### config.mk
export PLATFORM = sky130hd
export DESIGN_NAME = player_motion
export DESIGN_NICKNAME = d
export VERILOG_FILES = /design/src/rtl/player_motion.sv
export SDC_FILE = /design/constraint.sdc
export NUM_CORES = 1
export LEC_CHECK = 0
export BUFFER_PORTS_ARGS = -buffer_cell sky130_fd_sc_hd__clkbuf_2
export CELL_PAD_IN_SITES_DETAIL_PLACEMENT = 1
export CELL_PAD_IN_SITES_GLOBAL_PLACEMENT = 2
export CORE_ASPECT_RATIO = 1.1
export CORE_MARGIN = 3
export CORE_UTILIZATION = 35
export DETAILED_ROUTE_END_ITERATION = 12
export PLACE_DENSITY = 0.76
export SLEW_MARGIN = 20
export SYNTH_ARGS = -nofsm -noshare
export SYNTH_HDL_FRONTEND = slang
export SYNTH_SLANG_ARGS = --single-unit
### constraint.sdc
create_clock -name Clk -period 5.9 [get_ports Clk]
set_clock_uncertainty 0.2 [all_clocks]
set_input_delay 0.59 -clock Clk [delete_from_list [all_inputs] [get_ports Clk]]
set_output_delay 0.59 -clock Clk [all_outputs]
set_load 0.02 [all_outputs]
### src/rtl/player_motion.sv
// Per-player position/heading controller. Once per video frame it samples the
// direction keys, builds a clamped candidate position, asks the map ROM whether
// the destination tile is walkable and commits the move only if it is.
module player_motion #(
  parameter int unsigned START_X = 1600,
  parameter int unsigned START_Y = 1200,
  parameter int unsigned STEP    = 4,
  parameter int unsigned X_MIN   = 69,
  parameter int unsigned X_MAX   = 3130,
  parameter int unsigned Y_MIN   = 69,
  parameter int unsigned Y_MAX   = 2330,
  parameter int unsigned TIMEOUT = 15
) (
  input  logic        Clk,
  input  logic        Reset,
  input  logic        frame_clk,
  input  logic        key_up,
  input  logic        key_down,
  input  logic        key_left,
  input  logic        key_right,
  output logic        tile_req,
  output logic [12:0] tile_addr,
  input  logic        tile_valid,
  input  logic [1:0]  tile_data,
  output logic [11:0] pos_x,
  output logic [11:0] pos_y,
  output logic [1:0]  dir,
  output logic        moved,
  output logic        busy
);

  localparam logic [1:0] StIdle   = 2'd0;
  localparam logic [1:0] StCalc   = 2'd1;
  localparam logic [1:0] StWait   = 2'd2;
  localparam logic [1:0] StCommit = 2'd3;

  localparam logic [1:0] DirN = 2'b00;
  localparam logic [1:0] DirS = 2'b01;
  localparam logic [1:0] DirE = 2'b10;
  localparam logic [1:0] DirW = 2'b11;

  localparam logic [11:0] StepW  = 12'(STEP);
  localparam logic [11:0] XMinW  = 12'(X_MIN);
  localparam logic [11:0] XMaxW  = 12'(X_MAX);
  localparam logic [11:0] YMinW  = 12'(Y_MIN);
  localparam logic [11:0] YMaxW  = 12'(Y_MAX);
  localparam logic [11:0] StartX = 12'(START_X);
  localparam logic [11:0] StartY = 12'(START_Y);

  // Counter runs 0..TIMEOUT-1 while waiting for the ROM.
  localparam int unsigned CntW = (TIMEOUT > 1) ? $clog2(TIMEOUT) : 1;
  localparam logic [CntW-1:0] CntLast = CntW'(TIMEOUT - 1);

  logic [1:0]      state_q, state_d;
  logic            frame_q;
  logic            frame_edge;
  logic [3:0]      keys_q, keys_d;       // {up, down, left, right}
  logic [11:0]     pos_x_q, pos_x_d;
  logic [11:0]     pos_y_q, pos_y_d;
  logic [11:0]     cand_x_q, cand_x_d;
  logic [11:0]     cand_y_q, cand_y_d;
  logic [1:0]      dir_q, dir_d;
  logic [12:0]     addr_q, addr_d;
  logic [CntW-1:0] cnt_q, cnt_d;
  logic [1:0]      tile_q, tile_d;
  logic            moved_q, moved_d;

  logic [11:0]     cand_x, cand_y;
  logic [1:0]      dir_sel;
  logic            have_key;
  logic            go;
  logic [12:0]     addr_calc;

  // Decrement with floor at lo; compares before subtracting so it cannot wrap.
  function automatic logic [11:0] step_dn(input logic [11:0] v, input logic [11:0] lo,
                                          input logic [11:0] hi);
    logic [11:0] r;
    r = (v < lo + StepW) ? lo : v - StepW;
    if (r > hi) r = hi;
    return r;
  endfunction

  // Increment in 13 bits so the ceiling compare sees any carry.
  function automatic logic [11:0] step_up(input logic [11:0] v, input logic [11:0] lo,
                                          input logic [11:0] hi);
    logic [12:0] s;
    s = {1'b0, v} + {1'b0, StepW};
    if (s > {1'b0, hi}) return hi;
    else if (s[11:0] < lo) return lo;
    else return s[11:0];
  endfunction

  assign frame_edge = frame_clk & ~frame_q;

  // Candidate position and heading from the latched keys (up > down > left > right).
  always_comb begin
    cand_x   = pos_x_q;
    cand_y   = pos_y_q;
    dir_sel  = dir_q;
    have_key = 1'b1;
    if (keys_q[3]) begin
      cand_y  = step_dn(pos_y_q, YMinW, YMaxW);
      dir_sel = DirN;
    end else if (keys_q[2]) begin
      cand_y  = step_up(pos_y_q, YMinW, YMaxW);
      dir_sel = DirS;
    end else if (keys_q[1]) begin
      cand_x  = step_dn(pos_x_q, XMinW, XMaxW);
      dir_sel = DirW;
    end else if (keys_q[0]) begin
      cand_x  = step_up(pos_x_q, XMinW, XMaxW);
      dir_sel = DirE;
    end else begin
      have_key = 1'b0;
    end
    addr_calc = {6'd0, cand_y[11:5]} * 13'd100 + {6'd0, cand_x[11:5]};
    go = (state_q == StCalc) && have_key && ((cand_x != pos_x_q) || (cand_y != pos_y_q));
  end

  // Next-state logic for the frame/lookup/commit sequence.
  always_comb begin
    state_d  = state_q;
    keys_d   = keys_q;
    pos_x_d  = pos_x_q;
    pos_y_d  = pos_y_q;
    cand_x_d = cand_x_q;
    cand_y_d = cand_y_q;
    dir_d    = dir_q;
    addr_d   = addr_q;
    cnt_d    = cnt_q;
    tile_d   = tile_q;
    moved_d  = 1'b0;
    unique case (state_q)
      StIdle: begin
        if (frame_edge) begin
          keys_d  = {key_up, key_down, key_left, key_right};
          state_d = StCalc;
        end
      end
      StCalc: begin
        // Heading follows the key even when the move ends up blocked.
        if (have_key) dir_d = dir_sel;
        if (go) begin
          cand_x_d = cand_x;
          cand_y_d = cand_y;
          addr_d   = addr_calc;
          cnt_d    = '0;
          state_d  = StWait;
        end else begin
          state_d = StIdle;
        end
      end
      StWait: begin
        if (tile_valid) begin
          tile_d  = tile_data;
          state_d = StCommit;
        end else if (cnt_q == CntLast) begin
          state_d = StIdle;
        end else begin
          cnt_d = cnt_q + 1'b1;
        end
      end
      StCommit: begin
        // Grass (01) and sand (11) are walkable; bit 0 captures exactly that.
        if (tile_q[0]) begin
          pos_x_d = cand_x_q;
          pos_y_d = cand_y_q;
          moved_d = 1'b1;
        end
        state_d = StIdle;
      end
      default: state_d = StIdle;
    endcase
  end

  // State registers; reset abandons any lookup in flight.
  always_ff @(posedge Clk or posedge Reset) begin
    if (Reset) begin
      state_q  <= StIdle;
      frame_q  <= 1'b0;
      keys_q   <= 4'd0;
      pos_x_q  <= StartX;
      pos_y_q  <= StartY;
      cand_x_q <= StartX;
      cand_y_q <= StartY;
      dir_q    <= DirS;
      addr_q   <= 13'd0;
      cnt_q    <= '0;
      tile_q   <= 2'b00;
      moved_q  <= 1'b0;
    end else begin
      state_q  <= state_d;
      frame_q  <= frame_clk;
      keys_q   <= keys_d;
      pos_x_q  <= pos_x_d;
      pos_y_q  <= pos_y_d;
      cand_x_q <= cand_x_d;
      cand_y_q <= cand_y_d;
      dir_q    <= dir_d;
      addr_q   <= addr_d;
      cnt_q    <= cnt_d;
      tile_q   <= tile_d;
      moved_q  <= moved_d;
    end
  end

  // Address is live from the candidate during the request cycle, then held.
  assign tile_req  = go;
  assign tile_addr = (state_q == StCalc) ? addr_calc : addr_q;
  assign pos_x     = pos_x_q;
  assign pos_y     = pos_y_q;
  assign dir       = dir_q;
  assign moved     = moved_q;
  assign busy      = (state_q != StIdle);

endmodule

Yosys cells after proc, flatten, opt, wreduce, memory -nomap -nowiden
Cells that the tools add are included.

Add/subtract/negate cells: 6. $mul: 1. Order comparisons: 8. Eq/ne operators: 11. Mux-type cells: 34. Bitwise logic cells: 2. Reduce and logical (&&, ||, !) cells: 14.

Operators by type and width (count): $mux 12 (14); $lt 12x7->1 const B (4); $add 12x3->13 const B (2); $gt 13x12->1 const B (2); $gt 12x12->1 const B (2); $ne 12x12->1 (2); $sub 12x3->12 const B (2); $mux 2 (8); $add 13x7->13 (1); $mux 13 (1); $mux 4 (3); $mul 7x5->11 const B (1); $reduce_and 2->1 (5); $ne 2x2->1 const B (4); $pmux 2 s4 (1); $pmux 4 s2 (1); $mux 1 (6); $add 4x1->4 const B (1); $eq 2x2->1 const B (2); $eq 4x4->1 const B (1); $reduce_and 4->1 (1); $reduce_bool 2->1 (2); $reduce_bool 4->1 (1); $ne 3x3->1 const B (1); 7 further kinds (8).

Flip-flop bits (word level): 76. Word-level logic and storage cells: 88.

Logic depth before layout (Yosys ltp)
Gate-level depths: netlist of run 1.

Word-level depth: 13. Gate-level depth with buffers: 24. Mapped depth without buffers: 23.

Worst setup path before layout of run 1
OpenSTA, ideal clock, no wires.

Path type: reg2out. From: register pos_y_q[3], in the netlist pos_y[3]. To: output tile_addr[12]. Arrival: 5.560 ns. Slack: -0.450 ns. Cell stages (with the launch flop): 24. Path buffers: 3. Path through: dfrtp_1 clkbuf_1 inv_1 ha_1 clkbuf_1 o21bai_1 a31oi_1 nor4b_2 a211oi_1 buf_2 a222oi_1 ha_1 ha_1 inv_1 fa_1 inv_1 ha_1 a21oi_1 xnor2_1 nand2_1 or2_2 nand3b_1 xnor2_1 mux2_2.

Word-level cells in the longest chain between the ends: 9. Elaborated cells on any way between the ends: 15. Classes of those cells: add/sub: 3; mul: 1; order compare: 4; mux: 7.

RTL lines: from (decl) (RTL line 59) `logic [11:0] pos_y_q, pos_y_d;`; from (signal assigned) (RTL line 183) `pos_y_q <= StartY;`; from (signal assigned) (RTL line 196) `pos_y_q <= pos_y_d;`; $add 12x3->13 (RTL line 87) `s = {1'b0, v} + {1'b0, StepW};`; $lt 12x7->1 (RTL line 89) `else if (s[11:0] < lo) return lo;`; $mux 12 (RTL line 89); $mux 12 (RTL line 88) `if (s > {1'b0, hi}) return hi;`; $mux 12 (RTL line 104) `end else if (keys_q[2]) begin`; $mux 12 * (RTL line 101) `if (keys_q[3]) begin`; named net cand_y[8] (RTL line 68) `logic [11:0] cand_x, cand_y;`; $mul 7x5->11 * (RTL line 116) `addr_calc = {6'd0, cand_y[11:5]} * 13'd100 + {6'd0, cand_x[11:5]};`; $add 13x7->13 * (RTL line 116); $mux 13 * (RTL line 209) `assign tile_addr = (state_q == StCalc) ? addr_calc : addr_q;`; to (decl) (RTL line 22) `output logic [12:0] tile_addr,`.

Mark *: on every way through the listed nets, which the timed path passes. The rest lies on a longest branch.

Final worst setup path of run 1
From: register pos_y_q[4], in the netlist pos_y[4]. To: output tile_addr[12].

Same word-level chain as after synthesis.

==> results.ini, run 1 <==
[worst_setup_path]
crit_path_start=pos_y[4]
startpoint_type=register
rr_startpoint=pos_y[4]
end_kind=output pin
worst_ep_arrival_time_ns=5.58
path_class=register to output pin
reg2reg_depth=22
path_max_fanout=8
required_ns=5.11

[sta]
setup_violations=4
rsz0062_at_grt=true
setup_ws_ns=-0.471
max_freq_ghz=0.157
setup_tns_ns=-1.41
relSlewSlack_pct=30.0
report.final.slew_viol_count=0
worst_slew_pin_slew_ns=1.05
hold_viol=0
fin_crit_ns=6.37
period_share_pct=108

[synthesis]
avgSynthCellArea_sq_um=8.76
ys.flop_type=dfrtp_1
syn-num-nets=887
synth_area_leaders=dfrtp_1 20%, ha_1 6.5%, mux2_2 6.1%, mux2_4 6.1%, dfstp_2 5.4%
synthesis.area_sq_um=7320
synth_top_area_cell=dfrtp_1
ys_seq_area_share_pct=25.9
synth_cell_type_count=95
synthArstFlopShare_pct=100
ys_seq_elements=75
synth_cells=836
yosys.area.top_type_share_pct=20.5
yosysWarnings=0
synth_edf_count=0

[global_route]
grt.total_usage_pct=24.8
grt_pass1_vias=7656
antenna_found_initial=0
grt_max_degree=55
grt_pass1_wl_microns=43900
grt_overflow=0

[final_layout]
final_util_pct=47.0
synthToLayoutAreaGrowth_pct=29.7
nNetsFinal=1033
drive_gt1_share_pct=39.6
fin_area_sq_um=9500
n_antenna_cell=0
layout.cells.non_filler=1239

[clock_network]
cts-buffers-inserted=9
tritoncts=yes
clk-insertion-delay-late_ns=0.35
clk_path_buf_depth=2
h-tree-depth=3
clock-sinks=75
root_buffer=clkbuf_16
clkTransAtPathRegs_ns=0.07

[placed_design]
dpl_cell_area_sq_um=8540
gp_congestion=0.936
dpl.cell_count=1193
io_buffers=50
dp_hpwl_microns=21300

[route]
postRouteAntennaNets=0
vias=7484
wl_microns=29100
viasPerCell=6.04
drt_iter0_drc=511
first_pass_iters=5
drcViolationCount=0
wl_per_cell_microns=23.5

[floorplanning]
ios=52
dieArea_sq_um=22700
coreArea_sq_um=20200
die_w_microns=144
fp-row-count=54
die_h_microns=158
start_util_pct=36.3

[outcome]
status=finished with violations
violations=negative setup slack

[worst_hold_path]
hp-class=primary input to asynchronous set/reset pin

[job]
drv_cap=0

==> critical path: stages, from the launching register on <==
cell	delay [ns]
dfstp_2	0.39
buf_4	0.16
or4_4	0.50
o41a_1	0.38
o21a_1	0.18
buf_6	0.15
a211oi_4	0.31
a31oi_1	0.13
o211ai_1	0.13
a21o_1	0.25
ha_4	0.18
ha_4	0.12
inv_2	0.03
fa_1	0.55
inv_2	0.06
ha_4	0.26
a21oi_1	0.22
o21bai_2	0.14
a21o_1	0.21
a21oi_2	0.19
xnor2_2	0.11
xnor2_2	0.16
mux2_4	0.29
buf_8	0.13
==> flip-flops by register name, indices dropped and copies added, names as in the netlist, 4 cells and up <==
| name | count |
|---|---|
| addr_q | 12 |
| cand_x_q | 12 |
| cand_y_q | 12 |
| cnt_q | 4 |
| keys_q | 4 |
| pos_x | 12 |
| pos_y | 12 |
==> synth_stat cells, drive strengths merged (18+ instances only) <==
master  instances
nor3           23
nand3          27
mux2           72
nor2           54
nand2          68
xnor2          18
o21ai          41
a21oi          45
clkbuf         34
dfrtp          60
ha             38
buf            28
inv            37
==> path summary, 6_finish.rpt <==
kind,to,slack (ns)
max in group asynchronous,pos_y[3],4.32
min reg2reg,dir[0],0.30
max,tile_addr[12],-0.47
min,cnt_q[0],0.03
min in group Clk,frame_q,0.16
max reg2reg,addr_q[12],0.51
==> final cells by class <==
type	instances	area, sq um
tap	252	315
timing repair buffer	197	1410
sequential	75	1900
inverter	37	149
fill	2331	10700
clock buffer	9	225
multi-input combinational	662	5420
clock inverter	7	81.3
==> layer usage <==
metal / up-vias / global-route usage, % / wire length (microns)
li1: 3423 / - / -
met1: 3808 / 34.2 / 12900
met4: 0 / 6.77 / 637
met5: - / 0 / 0
met3: 41 / 3.84 / 1440
met2: 212 / 40.3 / 14100
==> metrics by stage <==
step,hold WS [ns],setup slack [ns]
floorplan,0.259,0.0480
global placement,0.275,-0.184
detailed placement,0.286,-0.251
CTS,0.0432,-0.427
global route,0.0610,-0.708
finish,0.0314,-0.471
==> cells in the final DEF, fill, tap and decap left out, types with 10 or more instances in the layout <==
cell and instances:
xnor2_1 14, ha_1 29, dfstp_2 15, nand3_1 26, inv_1 32, nand2_1 68, and2_1 10, buf_4 138
xor2_1 12, nor2_1 50, a21oi_1 39, nand4_1 15, o21ai_0 34, clkbuf_2 48, nor3_1 16, a21o_1 15
nor4_1 10, dfrtp_1 57, mux2_4 31, a31oi_1 11, mux2_2 39
==> what timing repair did <==
item,CTS,global route
setup endpoints to repair,5,6
setup buffers,10,24
gates resized for setup,17,66
hold buffers,0,0
pin swaps,15,35
==> cell families (layout without fill, tap and decap cells) <==
| logic type | Yosys count | after routing | share of synthesized area (%) |
|---|---|---|---|
| mux | 80 | 80 | 13.7 |
| flops | 75 | 75 | 25.9 |
| fa+ha+maj | 41 | 41 | 7.31 |
| xor+xnor | 33 | 33 | 3.95 |
| simple gates | 286 | 286 | 21.3 |
| compound gates | 222 | 222 | 22.0 |
| buf+inv | 99 | 250 | 5.86 |
Power of run 1 is left out: the tool's default activity adds up to more than one toggle a clock period on the data nets, which glitch-free logic cannot reach.
==> run 2, diff against run 1 <==
- BUFFER_PORTS_ARGS: -buffer_cell sky130_fd_sc_hd__clkbuf_2 -> -buffer_cell sky130_fd_sc_hd__buf_2
==> results.ini, run 2 (synthesis gave the netlist of run 1 again) <==
[sta]
fin_crit_ns=6.38
rsz0062_at_grt=true
relSlewSlack_pct=26.8
setup_violations=5
hold_viol=0
report.final.slew_viol_count=0
period_share_pct=108
setup_ws_ns=-0.478
worst_slew_pin_slew_ns=1.10
max_freq_ghz=0.157

[final_layout]
layout.cells.non_filler=1235
multi_input_area_sq_um=5450
n_antenna_cell=0
drive_gt1_share_pct=39.8
nNetsFinal=1029
synthToLayoutAreaGrowth_pct=29.4
final_common_cell=buf_4
nFillCells=2290
regArea_sq_um=1900
layout.cells.most_common_list=134 x buf_4, 68 x nand2_1, 57 x dfrtp_1, 49 x nor2_1, 46 x buf_2
final_util_pct=46.9

[global_route]
grt.total_usage_pct=25.0
grt_pass1_wl_microns=44800
grt_pass1_vias=7935
grt_max_degree=76
antenna_found_initial=0
grt_overflow=0

[floorplanning]
die_h_microns=158
start_util_pct=36.3
fp-row-count=54
dieArea_sq_um=22700
ios=52
die_w_microns=144
coreArea_sq_um=20200

[worst_setup_path]
cp_top_family=simple AND/OR/NAND/NOR gates
required_ns=5.11
rr_endpoint=addr_q[11]
crit_top_cell=buf_6
rr_startpoint=pos_y[2]
path_max_fanout=6
worst_ep_arrival_time_ns=5.59
reg2reg_depth=27
end_kind=output pin
startpoint_type=register
cp_slowest_cell=or4_4
max_stage_delay_ns=0.54
ff2ff_setup_slack_ns=0.30
path_class=register to output pin
critPathBufInv=7

[route]
vias=7426
first_pass_iters=5
postRouteAntennaNets=0
wl_per_cell_microns=23.6
wl_microns=29100
drcViolationCount=0
viasPerCell=6.01
drt_iter0_drc=447

[clock_network]
cts-buffers-inserted=9
clock-sinks=75
tritoncts=yes
clk_path_buf_depth=2
clk-insertion-delay-late_ns=0.34
root_buffer=clkbuf_16
clkTransAtPathRegs_ns=0.07
h-tree-depth=3

[outcome]
status=finished with violations
violations=negative setup slack

[placed_design]
io_buffers=50
dpl.cell_count=1190
pre_cts_ws_ns=-0.264
dp_hpwl_microns=21500
gp_congestion=0.925

[worst_hold_path]
min_path_cells=1
min_from=frame_clk
hp-class=primary input to register
hold_end=frame_q

[job]
drv_cap=0

## run 2: changes by cell type in the layout (fill, tap and decap cells not counted), moves of 3 or more
cell,previous run,this run
nor3_1,16,19
buf_4,138,134
buf_2,0,46
a31oi_2,1,4
buf_6,9,13
clkbuf_2,48,0
## run 2: metrics by stage
stage / cell area (sq um) / hold slack, ns / TNS [ns]
2_1_floorplan: 7400 / 0.259 / 0
3_3_place_gp: 8510 / 0.277 / -0.316
3_5_place_dp: 8510 / 0.290 / -0.681
4_1_cts: 9170 / 0.170 / -0.891
5_1_grt: 9480 / 0.170 / -2.26
6_report: 9480 / 0.173 / -1.36
## run 2: how the worst max path moves through the flow
stage                     startpoint             to  slack [ns]  cells after the start
after CTS                   pos_y[3]  tile_addr[12]       -0.36                     25
after detailed placement    pos_y[4]  tile_addr[12]       -0.26                     21
after global routing        pos_y[2]  tile_addr[12]       -0.68                     25
after global placement      pos_y[4]  tile_addr[12]       -0.17                     22
final                       pos_y[2]  tile_addr[12]       -0.48                     25
after floorplan             pos_y[3]  tile_addr[12]        0.05                     23
## run 2: metal layers
metal  routed length, microns  vias to the layer above  part of all wire [%]  global-route usage [%]
met3                     1260                       50                   4.3                    1.75
met1                    12700                     3762                    44                    33.9
met5                        0                        -                     0                       0
met2                    14300                      210                    49                    42.5
li1                         -                     3404                     -                       -
met4                      786                        0                   2.7                    8.16
## run 2: what timing repair did
action,4_1_cts,5_1_grt
hold buffers,0,0
setup endpoints to repair,5,6
setup buffers,23,12
resized for setup,44,49
pin swaps,35,21
## run 2: area by class of cell
class	instances	share of cell area (%)
Clock inverter	7	0.673
Clock buffer	9	2.38
Tap cell	252	3.33
Sequential cell	75	20.0
Inverter	37	1.54
Multi-Input combinational cell	662	57.5
Timing Repair Buffer	193	14.6
Power of run 2 is left out for the same reason.
==> run 3, diff against run 2 <==
- ABC_AREA: not set -> 1
- CORE_UTILIZATION: 35 -> 30
- PLACE_DENSITY: 0.76 -> 0.74
==> results.ini, run 3 <==
[clock_network]
cts_hold_buf=0
h-tree-depth=3
clk-insertion-delay-late_ns=0.35
clk_path_buf_depth=2
root_buffer=clkbuf_16
clock-sinks=75
tritoncts=yes
clkTransAtPathRegs_ns=0.07
cts-buffers-inserted=9

[final_layout]
synthToLayoutAreaGrowth_pct=24.2
multi_input_area_sq_um=4250
drive_gt1_share_pct=23.8
final_util_pct=38.4
layout.cells.non_filler=1375
regArea_sq_um=1900
layout.cells.most_common_list=304 x nand2_1, 87 x nand3_1, 85 x nor2_1, 83 x inv_1, 75 x o21ai_0
final_common_cell=nand2_1
nNetsFinal=1136
n_antenna_cell=0
nFillCells=2718

[placed_design]
gp_congestion=0.873
io_buffers=50
dp_hpwl_microns=16700
dpl.cell_count=1332

[floorplanning]
die_h_microns=160
ios=52
coreArea_sq_um=20900
fp-row-count=55
dieArea_sq_um=23300
start_util_pct=30.9
die_w_microns=146

[synthesis]
ys.flop_type=dfrtp_1
syn-num-nets=1051
synthTopCellsByCount=327 x nand2_1, 97 x inv_1, 93 x nor2_1
yosys.area_share.simple_pct=36.7
synth_fa_ha_area_share_pct=8.31
yosys.area.top_type_share_pct=23.3
synth_cells=1000
synth_edf_count=0
synthesis.area_sq_um=6440
synth_top_area_cell=dfrtp_1
ys_seq_elements=75
post-synth-top-count-cell=nand2_1
synth_cell_type_count=42
synth_top_family_by_area=simple AND/OR/NAND/NOR gates
yosysWarnings=0
muxShareOfSynthArea_pct=0
synth_compound_area_share_pct=12.1
ys_seq_area_share_pct=29.4
synth_area_leaders=dfrtp_1 23%, nand2_1 19%, ha_1 7.4%, nand3_1 7.1%, dfstp_2 6.1%
avgSynthCellArea_sq_um=6.44
yosys.area_share.xor_xnor_pct=3.67
synthArstFlopShare_pct=100

[route]
drcViolationCount=0
wl_microns=22500
viasPerCell=4.85
drt_iter0_drc=296
first_pass_iters=5
wl_per_cell_microns=16.4
vias=6662
postRouteAntennaNets=0

[sta]
period_share_pct=99.0
hold-worst-slack_ns=0.0225
setup_tns_ns=0
report.final.slew_viol_count=0
relSlewSlack_pct=51.5
worst_slew_pin_slew_ns=0.727
fin_crit_ns=5.84
rsz0062_at_grt=true
hold_viol=0
max_freq_ghz=0.171
setup_violations=0

[worst_setup_path]
path_max_fanout=5
cp_slowest_cell=fa_1
crit_top_cell=nand2_2
end_kind=output pin
worst_ep_arrival_time_ns=5.05
required_ns=5.11
path_class=register to output pin
startpoint_type=register
max_stage_delay_ns=0.52

[outcome]
status=complete, no violations

[global_route]
grt_overflow=0
grt_pass1_vias=6770
antenna_found_initial=0
grt_max_degree=53
grt.total_usage_pct=19.2
grt_pass1_wl_microns=36400

[job]
drv_cap=0

[worst_hold_path]
hp-class=primary input to asynchronous set/reset pin

-- run 3: cell count changes in the layout (fill, tap and decap cells not counted), sizes merged, moves of 11 or more --
cell   before  now
xnor2      18    7
nor2       54  103
nand2      68  337
nand3      27   94
inv        42  110
a31oi      14    1
nor3       23    4
a21o       15    0
o21ai      41   96
nor4       15    0
mux2       72    0
buf       193  112
-- run 3: final timing paths --
kind | from | slack [ns] | endpoint | cells past startpoint
min in group Clk | frame_clk | 0.16 | frame_q | 1
worst max-delay path | pos_y[2] | 0.06 | tile_addr[12] | 31
worst min-delay path | Reset | 0.02 | cnt_q[1] | 2
worst max register to register | pos_y[2] | 1.06 | addr_q[12] | 30
max in group asynchronous | Reset | 4.35 | pos_y[3] | 3
worst min register to register | cand_x_q[6] | 0.27 | cand_x_q[6] | 2
-- run 3: cell type report --
class / count / area share, %
multi-input cells: 776 / 53.1
flip-flops and latches: 75 / 23.8
repair buffers: 112 / 9.16
inverters: 111 / 5.44
well taps: 285 / 4.45
clock buffers: 11 / 3.03
clock inverters: 5 / 1.06
-- run 3: metal layers --
| metal | vias up | part of all wire, % | global-route usage, % |
|---|---|---|---|
| met4 | 0 | 1.3 | 4.02 |
| li1 | 3379 | - | - |
| met1 | 3175 | 49 | 26.8 |
| met3 | 23 | 3.1 | 2.75 |
| met2 | 85 | 47 | 31.6 |
| met5 | - | 0 | 0 |
-- run 3: cells by family (layout without fill, tap and decap cells) --
kind of cell             Yosys count  in the layout
AND/OR/NAND/NOR                  558            558
AO/OA/AOI/OAI                    150            150
buffers and inverters            149            239
flip-flops                        75             75
adder cells (fa/ha/maj)           41             41
XOR/XNOR                          27             27
-- run 3: worst max-delay path, delay by kind of cell, from the launching register on --
kind	cells	cell delay, ns
xor+xnor	3	0.69
flops	1	0.47
compound gates	3	0.33
simple gates	13	1.35
buf+inv	7	0.55
fa+ha+maj	5	1.33
-- run 3: what timing repair did --
action	4_1_cts	5_1_grt
resized for setup	36	67
endpoints found under the setup margin	4	4
setup buffers	10	18
pin swaps	15	41
endpoints found under the hold margin	0	0
-- run 3: metrics by stage --
stage / setup WS, ns / area [sq um]
floorplan: 0.359 / 6440
detailed placement: 0.0114 / 7110
finish: 0.0577 / 8010
CTS: 0.00516 / 7630
global route: -0.346 / 8010
global placement: 0.0453 / 7110
Power of run 3 is left out for the same reason.
